===== config.mk =====
export PLATFORM = sky130hd
export DESIGN_NAME = serial_reg_master
export DESIGN_NICKNAME = d
export VERILOG_FILES = /design/src/rtl/serial_reg_master.sv
export SDC_FILE = /design/constraint.sdc
export NUM_CORES = 1
export LEC_CHECK = 0
export CORE_ASPECT_RATIO = 0.9
export CORE_MARGIN = 2
export CORE_UTILIZATION = 55
export CTS_CLUSTER_SIZE = 12
export DETAILED_ROUTE_END_ITERATION = 8
export GPL_ROUTABILITY_DRIVEN = 0
export PLACE_DENSITY = 0.86
export SYNTH_ARGS = -nofsm -noshare
export SYNTH_HDL_FRONTEND = slang
export SYNTH_SLANG_ARGS = --single-unit
export TNS_END_PERCENT = 30

===== constraint.sdc =====
create_clock -name clk -period 5.3 [get_ports clk]
set_input_delay 1.06 -clock clk [delete_from_list [all_inputs] [get_ports clk]]
set_output_delay 1.06 -clock clk [all_outputs]
set_load 0.01 [all_outputs]

===== src/rtl/serial_reg_master.sv =====
`default_nettype none
// ============================================================================
// Module   : serial_reg_master
// Brief    : Serialises register read/write commands into strobe/din frames
//            for the serial register slave and collects read data from dout.
// Revision : 1.0 - initial release
// ============================================================================
module serial_reg_master #(
    parameter int ADDR_WIDTH    = 5,
    parameter int REG_WIDTH     = 8,
    parameter int GAP_CYCLES    = 5,
    parameter int RD_SAMPLE_DLY = 0
) (
    input  logic                  clk,
    input  logic                  rst,
    input  logic                  cmd_valid,
    output logic                  cmd_ready,
    input  logic                  cmd_write,
    input  logic [ADDR_WIDTH-1:0] cmd_addr,
    input  logic [REG_WIDTH-1:0]  cmd_wdata,
    output logic                  rsp_valid,
    output logic [REG_WIDTH-1:0]  rsp_rdata,
    output logic                  busy,
    output logic                  strobe,
    output logic                  wr_en,
    output logic                  din,
    input  logic                  dout
);

    localparam int c_FRAME_LEN = ADDR_WIDTH + REG_WIDTH;
    localparam int c_POS_W     = $clog2(c_FRAME_LEN + RD_SAMPLE_DLY);

    localparam logic [c_POS_W-1:0] c_POS_LAST   = c_POS_W'(c_FRAME_LEN - 1);
    localparam logic [c_POS_W-1:0] c_DRAIN_LAST = c_POS_W'(c_FRAME_LEN - 1 + RD_SAMPLE_DLY);
    localparam logic [c_POS_W-1:0] c_CAP_FIRST  = c_POS_W'(ADDR_WIDTH + RD_SAMPLE_DLY);
    localparam logic [c_POS_W-1:0] c_POS_ONE    = c_POS_W'(1);
    localparam logic [3:0]         c_GAP_LAST   = 4'(GAP_CYCLES - 1);

    typedef enum logic [2:0] {
        S_IDLE   = 3'd0,
        S_GAP    = 3'd1,
        S_STROBE = 3'd2,
        S_SHIFT  = 3'd3,
        S_DRAIN  = 3'd4,
        S_DONE   = 3'd5
    } state_t;

    state_t                 r_state;
    logic [3:0]             r_gap_cnt;
    logic [c_POS_W-1:0]     r_pos;
    logic [c_FRAME_LEN-1:0] r_frame;
    logic [REG_WIDTH-1:0]   r_cap;
    logic                   r_write;
    logic                   r_cmd_ready;
    logic                   r_rsp_valid;
    logic [REG_WIDTH-1:0]   r_rsp_rdata;
    logic                   r_busy;
    logic                   r_strobe;
    logic                   r_wr_en;
    logic                   r_din;

    always_ff @(posedge clk or posedge rst) begin
        if (rst) begin
            r_state     <= S_IDLE;
            r_gap_cnt   <= '0;
            r_pos       <= '0;
            r_frame     <= '0;
            r_cap       <= '0;
            r_write     <= 1'b0;
            r_cmd_ready <= 1'b1;
            r_rsp_valid <= 1'b0;
            r_rsp_rdata <= '0;
            r_busy      <= 1'b0;
            r_strobe    <= 1'b0;
            r_wr_en     <= 1'b0;
            r_din       <= 1'b0;
        end else begin
            case (r_state)
                S_IDLE: begin
                    if (cmd_valid && r_cmd_ready) begin
                        r_write     <= cmd_write;
                        r_wr_en     <= cmd_write;
                        // Read frames carry only the address; the data slots stay low.
                        r_frame     <= cmd_write ? {cmd_addr, cmd_wdata}
                                                 : {{REG_WIDTH{1'b0}}, cmd_addr};
                        r_cmd_ready <= 1'b0;
                        r_busy      <= 1'b1;
                        r_gap_cnt   <= '0;
                        r_state     <= S_GAP;
                    end
                end
                S_GAP: begin
                    if (r_gap_cnt == c_GAP_LAST) begin
                        r_strobe <= 1'b1;
                        r_state  <= S_STROBE;
                    end else begin
                        r_gap_cnt <= r_gap_cnt + 4'd1;
                    end
                end
                S_STROBE: begin
                    r_strobe <= 1'b0;
                    r_din    <= r_frame[0];
                    r_frame  <= r_frame >> 1;
                    r_pos    <= '0;
                    r_cap    <= '0;
                    r_state  <= S_SHIFT;
                end
                S_SHIFT, S_DRAIN: begin
                    // r_pos keeps counting through the drain so capture k lands at k + delay.
                    if (!r_write && r_pos >= c_CAP_FIRST) begin
                        r_cap <= {dout, r_cap[REG_WIDTH-1:1]};
                    end
                    if (r_pos == c_DRAIN_LAST) begin
                        r_din       <= 1'b0;
                        r_rsp_valid <= 1'b1;
                        r_rsp_rdata <= r_write ? '0 : {dout, r_cap[REG_WIDTH-1:1]};
                        r_state     <= S_DONE;
                    end else begin
                        r_pos <= r_pos + c_POS_ONE;
                        if (r_pos == c_POS_LAST) begin
                            r_din   <= 1'b0;
                            r_state <= S_DRAIN;
                        end else begin
                            r_din   <= r_frame[0];
                            r_frame <= r_frame >> 1;
                        end
                    end
                end
                S_DONE: begin
                    r_rsp_valid <= 1'b0;
                    r_busy      <= 1'b0;
                    r_cmd_ready <= 1'b1;
                    r_state     <= S_IDLE;
                end
                default: begin
                    r_state <= S_IDLE;
                end
            endcase
        end
    end

    assign cmd_ready = r_cmd_ready;
    assign rsp_valid = r_rsp_valid;
    assign rsp_rdata = r_rsp_rdata;
    assign busy      = r_busy;
    assign strobe    = r_strobe;
    assign wr_en     = r_wr_en;
    assign din       = r_din;

endmodule

`default_nettype wire


# ---- Word-level counts from Yosys, hierarchy flattened
# Cells that the tools add are included.
dict set report word_totals {
  output_inout_bits 14
  inputBits 18
  regBits 46
  elab_cells 75
}
dict set report classes {
  n_eq_ne 13
  order_cmp 1
  add_sub_neg 2
  muxes 26
  n_reduce_logical 21
}
# cell n
set ops {}
lappend ops {{$mux 13} 3}
lappend ops {{$pmux 13 s3} 1}
lappend ops {{$mux 8} 2}
lappend ops {{$pmux 4 s2} 2}
lappend ops {{$pmux 8 s2} 1}
lappend ops {{$reduce_and 2->1} 7}
lappend ops {{$mux 4} 3}
lappend ops {{$ne 2x2->1 const B} 6}
lappend ops {{$pmux 3 s4} 1}
lappend ops {{$pmux 1 s2} 5}
lappend ops {{$reduce_bool 2->1} 5}
lappend ops {{$mux 3} 3}
lappend ops {{$reduce_and 3->1} 3}
lappend ops {{$add 4x1->4 const B} 2}
lappend ops {{$eq 3x2->1 const B} 2}
lappend ops {{$eq 3x3->1 const B} 2}
lappend ops {{$mux 1} 5}
lappend ops {{$eq 4x3->1 const B} 1}
lappend ops {{$eq 4x4->1 const B} 1}
lappend ops {{$ge 4x3->1 const B} 1}
lappend ops {{$eq 3x1->1 const B} 1}
lappend ops {{$logic_not 3->1} 1}
lappend ops {{$reduce_bool 3->1} 1}
lappend ops {{$logic_and 1x1->1} 2}
lappend ops {{2 further kinds} 2}

# ---- Longest topological paths before layout
# Gate-level depths: netlist of run 1.
dict set report depth {
  word_depth 4
  depth_mapped 8
}

# ---- Least setup slack after synthesis of run 1
# Ideal clock, no wire load.
dict set report synth_timing {
  kind {in2reg}
  startpoint {in cmd_valid}
  endpoint {reg r_frame[0]}
  arrival_ns 1.928
  path_slack_ns 3.246
  path_buffers 1
  path_stages 4
  cell_sequence {nand2_1 > o221ai_2 > buf_6 > mux2_4}
}
dict set report synth_between {
  elab_chain_cells 3
}
# element line
set synth_rtl {}
lappend synth_rtl {{from (decl)} 16} ;# input logic cmd_valid,
lappend synth_rtl {{$logic_and 1x1->1} 80} ;# if (cmd_valid && r_cmd_ready) begin
lappend synth_rtl {{$ne 2x2->1 (no source line)} -}
lappend synth_rtl {{$reduce_and 3->1 (no source line)} -}
lappend synth_rtl {{to (signal assigned)} 84} ;# r_frame <= cmd_write ? {cmd_addr, cmd_wdata}
lappend synth_rtl {{to (signal assigned)} 103} ;# r_frame <= r_frame >> 1;
lappend synth_rtl {{to (signal assigned)} 125} ;# r_frame <= r_frame >> 1;
lappend synth_rtl {{to (decl)} 51} ;# logic [c_FRAME_LEN-1:0] r_frame;
# Every way passes these cells.
# A chain may end at the register's enable or synchronous reset.

# ---- Worst setup path after layout of run 1
dict set report layout_timing {
  startpoint {in cmd_valid}
  endpoint {reg r_frame[11]}
}
# The elaborated chain is that of the path after synthesis.

==> results of run 1 <==
==> per-stage QoR <==
step	setup slack, ns	total power (W)	util, %
2_1_floorplan	3.18	0.00128	-
3_3_place_gp	2.29	0.00148	64.5
3_5_place_dp	2.25	0.00152	64.5
4_1_cts	2.56	0.00183	67.5
5_1_grt	2.49	0.00196	67.5
6_report	2.56	0.00183	67.5
==> layout make-up <==
| type | count | area, µm² |
|---|---|---|
| Clock buffer | 5 | 68.8 |
| Clock inverter | 3 | 65.1 |
| Fill cell | 354 | 1470 |
| Inverter | 11 | 41.3 |
| Multi-Input combinational cell | 190 | 1340 |
| Sequential cell | 45 | 1130 |
| Tap cell | 62 | 77.6 |
| Timing Repair Buffer | 33 | 325 |
==> power by group <==
| group | leakage [nW] | switching (W) | total [W] | internal [W] |
|---|---|---|---|---|
| registers | 0.534 | 0.000175 | 0.000683 | 0.000508 |
| logic | 0.719 | 0.000397 | 0.000842 | 0.000445 |
| clock network | 0.0681 | 0.000117 | 0.000304 | 0.000187 |
| total | 1.32 | 0.000689 | 0.00183 | 0.00114 |
==> cells in the final DEF (no fill, tap or decap), types with 3 or more instances in the layout <==
cell,n
clkdlybuf4s50_1,31
clkbuf_8,5
mux2_2,13
o31ai_1,3
nor2_2,3
inv_1,8
o21ai_0,31
mux2_4,9
mux2i_1,3
ha_1,5
nor2b_1,9
nor2_1,6
nor3_1,3
a22o_1,3
nand3_1,4
nand2_1,32
o221a_2,5
a21oi_1,17
and3_1,5
dfrtp_1,44
==> state kept, by name, summed over array words and instances (netlist names) <==
name and cells:
r_frame 13, rsp_rdata 8, r_cap 7, r_gap_cnt 4
r_pos 4, r_state 3, busy 1, cmd_ready 1
din 1, rsp_valid 1, strobe 1, wr_en 1
==> critical path, cell delays in order <==
cell             delay, ns
clkdlybuf4s50_1       0.50
nand2_1               0.15
o221ai_2              0.80
mux2_2                0.42
==> worst paths after layout <==
path / startpoint / to / slack (ns) / cells after the start
max: cmd_valid / r_frame[11] / 2.56 / 4
min: din / din / 0.48 / 2
max reg2reg: r_state[1] / r_frame[11] / 2.87 / 4
min reg2reg: din / din / 0.48 / 2
max in group asynchronous: rst / cmd_ready / 3.71 / 3
min in group asynchronous: rst / rsp_rdata[0] / 1.19 / 3
==> routing by layer <==
layer,vias up,GRT usage (%)
met4,0,7.27
met2,47,35.8
met1,994,28.5
met5,-,0
li1,1006,-
met3,9,5.08
==> cell families after synthesis <==
group           Yosys count
simple gates             81
compound gates           79
flops                    45
buf+inv                  28
mux                      25
fa+ha+maj                 5
==> flow_metrics.tcl, run 1 <==
set metrics [dict create \
    clk_latency_ns 0.30 \
    synth_compound_area_share_pct 20.0 \
    grt_max_degree 46 \
    ant_nets 0 \
    path_clk_slew_ns 0.09 \
    cts_resized 0 \
    maxCapViolCount 0 \
    tns_ns 0 \
    grt_overflow_total 0 \
    netlist_instances 263 \
    synth_common_cells "44 x dfrtp_1, 32 x nand2_1, 31 x o21ai_0, 17 x a21oi_1, 13 x mux2_2" \
    worstHoldPathType "flop to flop" \
    p_leak_nw 1.32 \
    synth_edf_count 0 \
    synthSimpleGateAreaFrac_pct 17.2 \
    htreeDepth 2 \
    highest_layer "met4" \
    muxShareOfSynthArea_pct 12.0 \
    critPathKind "input pin to flop" \
    start_util_pct 57.7 \
    holdWs_ns 0.482 \
    core_um2 4520 \
    cts_hold_buffers 0 \
    die_h_um 69.3 \
    clock_skew_ns 0.00513 \
    design_area_um2 3050 \
    synth_area_leaders "dfrtp_1 42%, o21ai_0 6.0%, mux2_2 5.6%" \
    max-vdd-ir-drop_v 0.000251 \
    dp_hpwl_mm 3.69 \
    slew_headroom_pct 34.7 \
    grt_util_all_layers_pct 21.8 \
    setup_viol 0 \
    post_cts_buffers 0 \
    synthesis.area_um2 2600 \
    io_pins 32 \
    cts_root_buffer "clkbuf_8" \
    drive_above_1_share_pct 18.8 \
    synth_top_area_share_pct 42.3 \
    grt_pass1_vias 1954 \
    cts_buffers 5 \
    grt_first_pass_wirelength_mm 9.33 \
    drt-vias-per-instance 5.89 \
    cp-end-kind "flop" \
    area_delta_synth_final_pct 17.1 \
    firstDrtPassIters 4 \
    rows 23 \
    design.die.area_um2 5300 \
    diodes 0 \
    rsz0062_at_grt "false" \
    yosysMostFrequentCell "dfrtp_1" \
    critPathArrivalTime_ns 2.93 \
    dp.cells 341 \
    yosys_warnings 0 \
    synth.avg_cell_area_um2 9.90 \
    cts_tree "yes" \
    finalMaxSlewViolations 0 \
    syn_nets 286 \
    antenna_found_initial 0 \
    wl_met2_mm 2.67 \
    outcome "finished, final reports clean" \
    port_buffers 31 \
    clk_path_buf_depth 2 \
    cp-start-kind "input pin" \
    cts.sinks 45 \
    wl_met1_mm 2.49 \
    vias 2056 \
    fmax_ghz 0.365 \
    fin_crit_sh_pct 51.7 \
    synth-seq-cells 45 \
    yosysTopAreaCell "dfrtp_1" \
    drc 0 \
    p_per_area_nw_per_um2 600 \
    final_nets 309 \
    worst_pin_slew_ns 0.980 \
    wl_mm 5.48 \
    wl_per_cell_um 15.7 \
    fin_crit_ns 2.74 \
    synth_xor_xnor_area_share_pct 0 \
    dr_wl_met3_um 248 \
    critPathRequiredTime_ns 5.49 \
    async_flop_share_pct 100 \
    dieWidth_um 76.5 \
    ys_seq_area_share_pct 43.3 \
    placed_area_um2 2920 \
    synthFlopType "dfrtp_1" \
    synth_cell_type_count 53 \
    cp_max_fo 13 \
    drtIter0Drc 164 \
    hold_viol 0 \
    yosys.area_share.adder_pct 2.40 \
    synth_top_family_by_area "compound AO/OA/AOI/OAI gates" \
    layoutNonFillerInstCount 349 \
]
No activity file was read; power rests on OpenSTA's default activity.
==> run 2, diff against run 1 <==
Settings changed: CORE_UTILIZATION 55 to 50, PLACE_DENSITY 0.86 to 0.83.
Clock period 5.3 ns to 2.4 ns, I/O delays scaled along.
==> flow_metrics.tcl, run 2 (same netlist as run 1, synthesis figures left out) <==
set metrics [dict create \
    drive_above_1_share_pct 20.7 \
    crit_start "r_state[2]" \
    critical-path-max-stage-delay_ns 0.62 \
    dp_hpwl_mm 4.09 \
    hold_viol 0 \
    rows 24 \
    timing.final.ws_setup_ns 0.380 \
    mostFrequentLayoutCells "44 x dfrtp_1, 32 x nand2_1, 31 x o21ai_0, 31 x clkdlybuf4s50_1, 17 x a21oi_1" \
    antenna_found_initial 0 \
    critPathRequiredTime_ns 2.59 \
    design.die.area_um2 5800 \
    critPathKind "flop to flop" \
    cp-end-kind "flop" \
    grt_util_all_layers_pct 21.5 \
    cts_buffers 5 \
    cp_top_family "flip-flops" \
    largest_register "r_frame" \
    path_clk_slew_ns 0.08 \
    fillerInstances 435 \
    worstPathBufferInverterCount 1 \
    layoutNonFillerInstCount 359 \
    drc 0 \
    wl_mm 5.66 \
    worstHoldPathType "flop to flop" \
    cts.sinks 45 \
    grt_overflow_total 0 \
    cts_resized 0 \
    rsz0062_at_grt "false" \
    cp_max_fo 14 \
    post_cts_buffers 0 \
    dp.cells 352 \
    slowest_stage "dfrtp_1" \
    firstDrtPassIters 4 \
    p_leak_nw 1.35 \
    final_common_cell "dfrtp_1" \
    outcome "finished, final reports clean" \
    io_pins 32 \
    area_delta_synth_final_pct 18.3 \
    tns_ns 0 \
    hold_path.startpoint "rsp_rdata[0]" \
    ant_nets 0 \
    grt_first_pass_wirelength_mm 9.69 \
    pre_cts_ws_ns 0.229 \
    worst_pin_slew_ns 0.505 \
    regToRegStartpoint "r_state[2]" \
    cts_tree "yes" \
    grt_pass1_vias 2081 \
    fmax_ghz 0.495 \
    final_nets 317 \
    diodes 0 \
    slew_headroom_pct 66.2 \
    total_power_w 0.00394 \
    largest_reg_flops 13 \
    clk_latency_ns 0.30 \
    dieWidth_um 80.1 \
    core_um2 4920 \
    critPathArrivalTime_ns 2.21 \
    wl_per_cell_um 15.8 \
    design_area_um2 3080 \
    setup_viol 0 \
    clock_skew_ns 0.00607 \
    cts_hold_buffers 0 \
    maxCapViolCount 0 \
    finalMaxSlewViolations 0 \
    grt_max_degree 29 \
    placed_area_um2 2980 \
    drt-vias-per-instance 5.89 \
    cts_root_buffer "clkbuf_8" \
    start_util_pct 52.9 \
    die_h_um 72.5 \
    port_buffers 31 \
    clk_path_buf_depth 2 \
    max-vdd-ir-drop_v 0.000627 \
    fin_crit_ns 2.02 \
    htreeDepth 2 \
    vias 2116 \
    fin_crit_sh_pct 84.2 \
    drtIter0Drc 202 \
    crit_path_cell_trace "nor3b_2 -> nand2_1 -> o221ai_2 -> buf_4 -> mux2_4" \
    cp-start-kind "flop" \
    p_per_area_nw_per_um2 1280 \
]
## run 2: report_power, final
group          internal [W]  total (W)  switching [W]
combinational       0.00101    0.00192       0.000908
sequential          0.00112    0.00148       0.000353
clock              0.000303   0.000546       0.000243
## run 2: per-stage QoR
step / hold slack (ns) / utilization, %
3_5_place_dp: 0.473 / 60.5
3_3_place_gp: 0.451 / 60.5
2_1_floorplan: 0.467 / -
5_1_grt: 0.507 / 62.6
4_1_cts: 0.493 / 62.6
6_report: 0.492 / 62.6
## run 2: layer usage
metal  vias up  wire [µm]  GRT usage, %
met4         0         97          6.21
met3        11        235          5.35
met5         -          0             0
met2        58       2740          36.6
met1      1033       2590          27.4
li1       1014          -             -
## run 2: worst min-delay path, cell delays in order (launching register included)
cell and delay [ns]:
dfrtp_1 0.35, nand2_1 0.05, o21ai_0 0.06
## run 2: final timing paths
kind	cells past startpoint	end	slack, ns
hold reg to reg	2	rsp_rdata[0]	0.49
hold / removal	2	rsp_rdata[0]	0.49
setup reg to reg	5	r_frame[7]	0.38
setup / recovery	5	r_frame[7]	0.38
min in group asynchronous	3	rsp_rdata[7]	0.50
max in group asynchronous	3	cmd_ready	1.53
## run 2: area by class of cell
cell class	instances	area [µm²]	share of cell area, %
sequential	45	1130	36.6
multi-input combinational	190	1340	43.6
clock inverter	2	35.0	1.14
inverter	11	41.3	1.34
timing repair buffer	41	385	12.5
clock buffer	5	68.8	2.23
tap	65	81.3	2.64
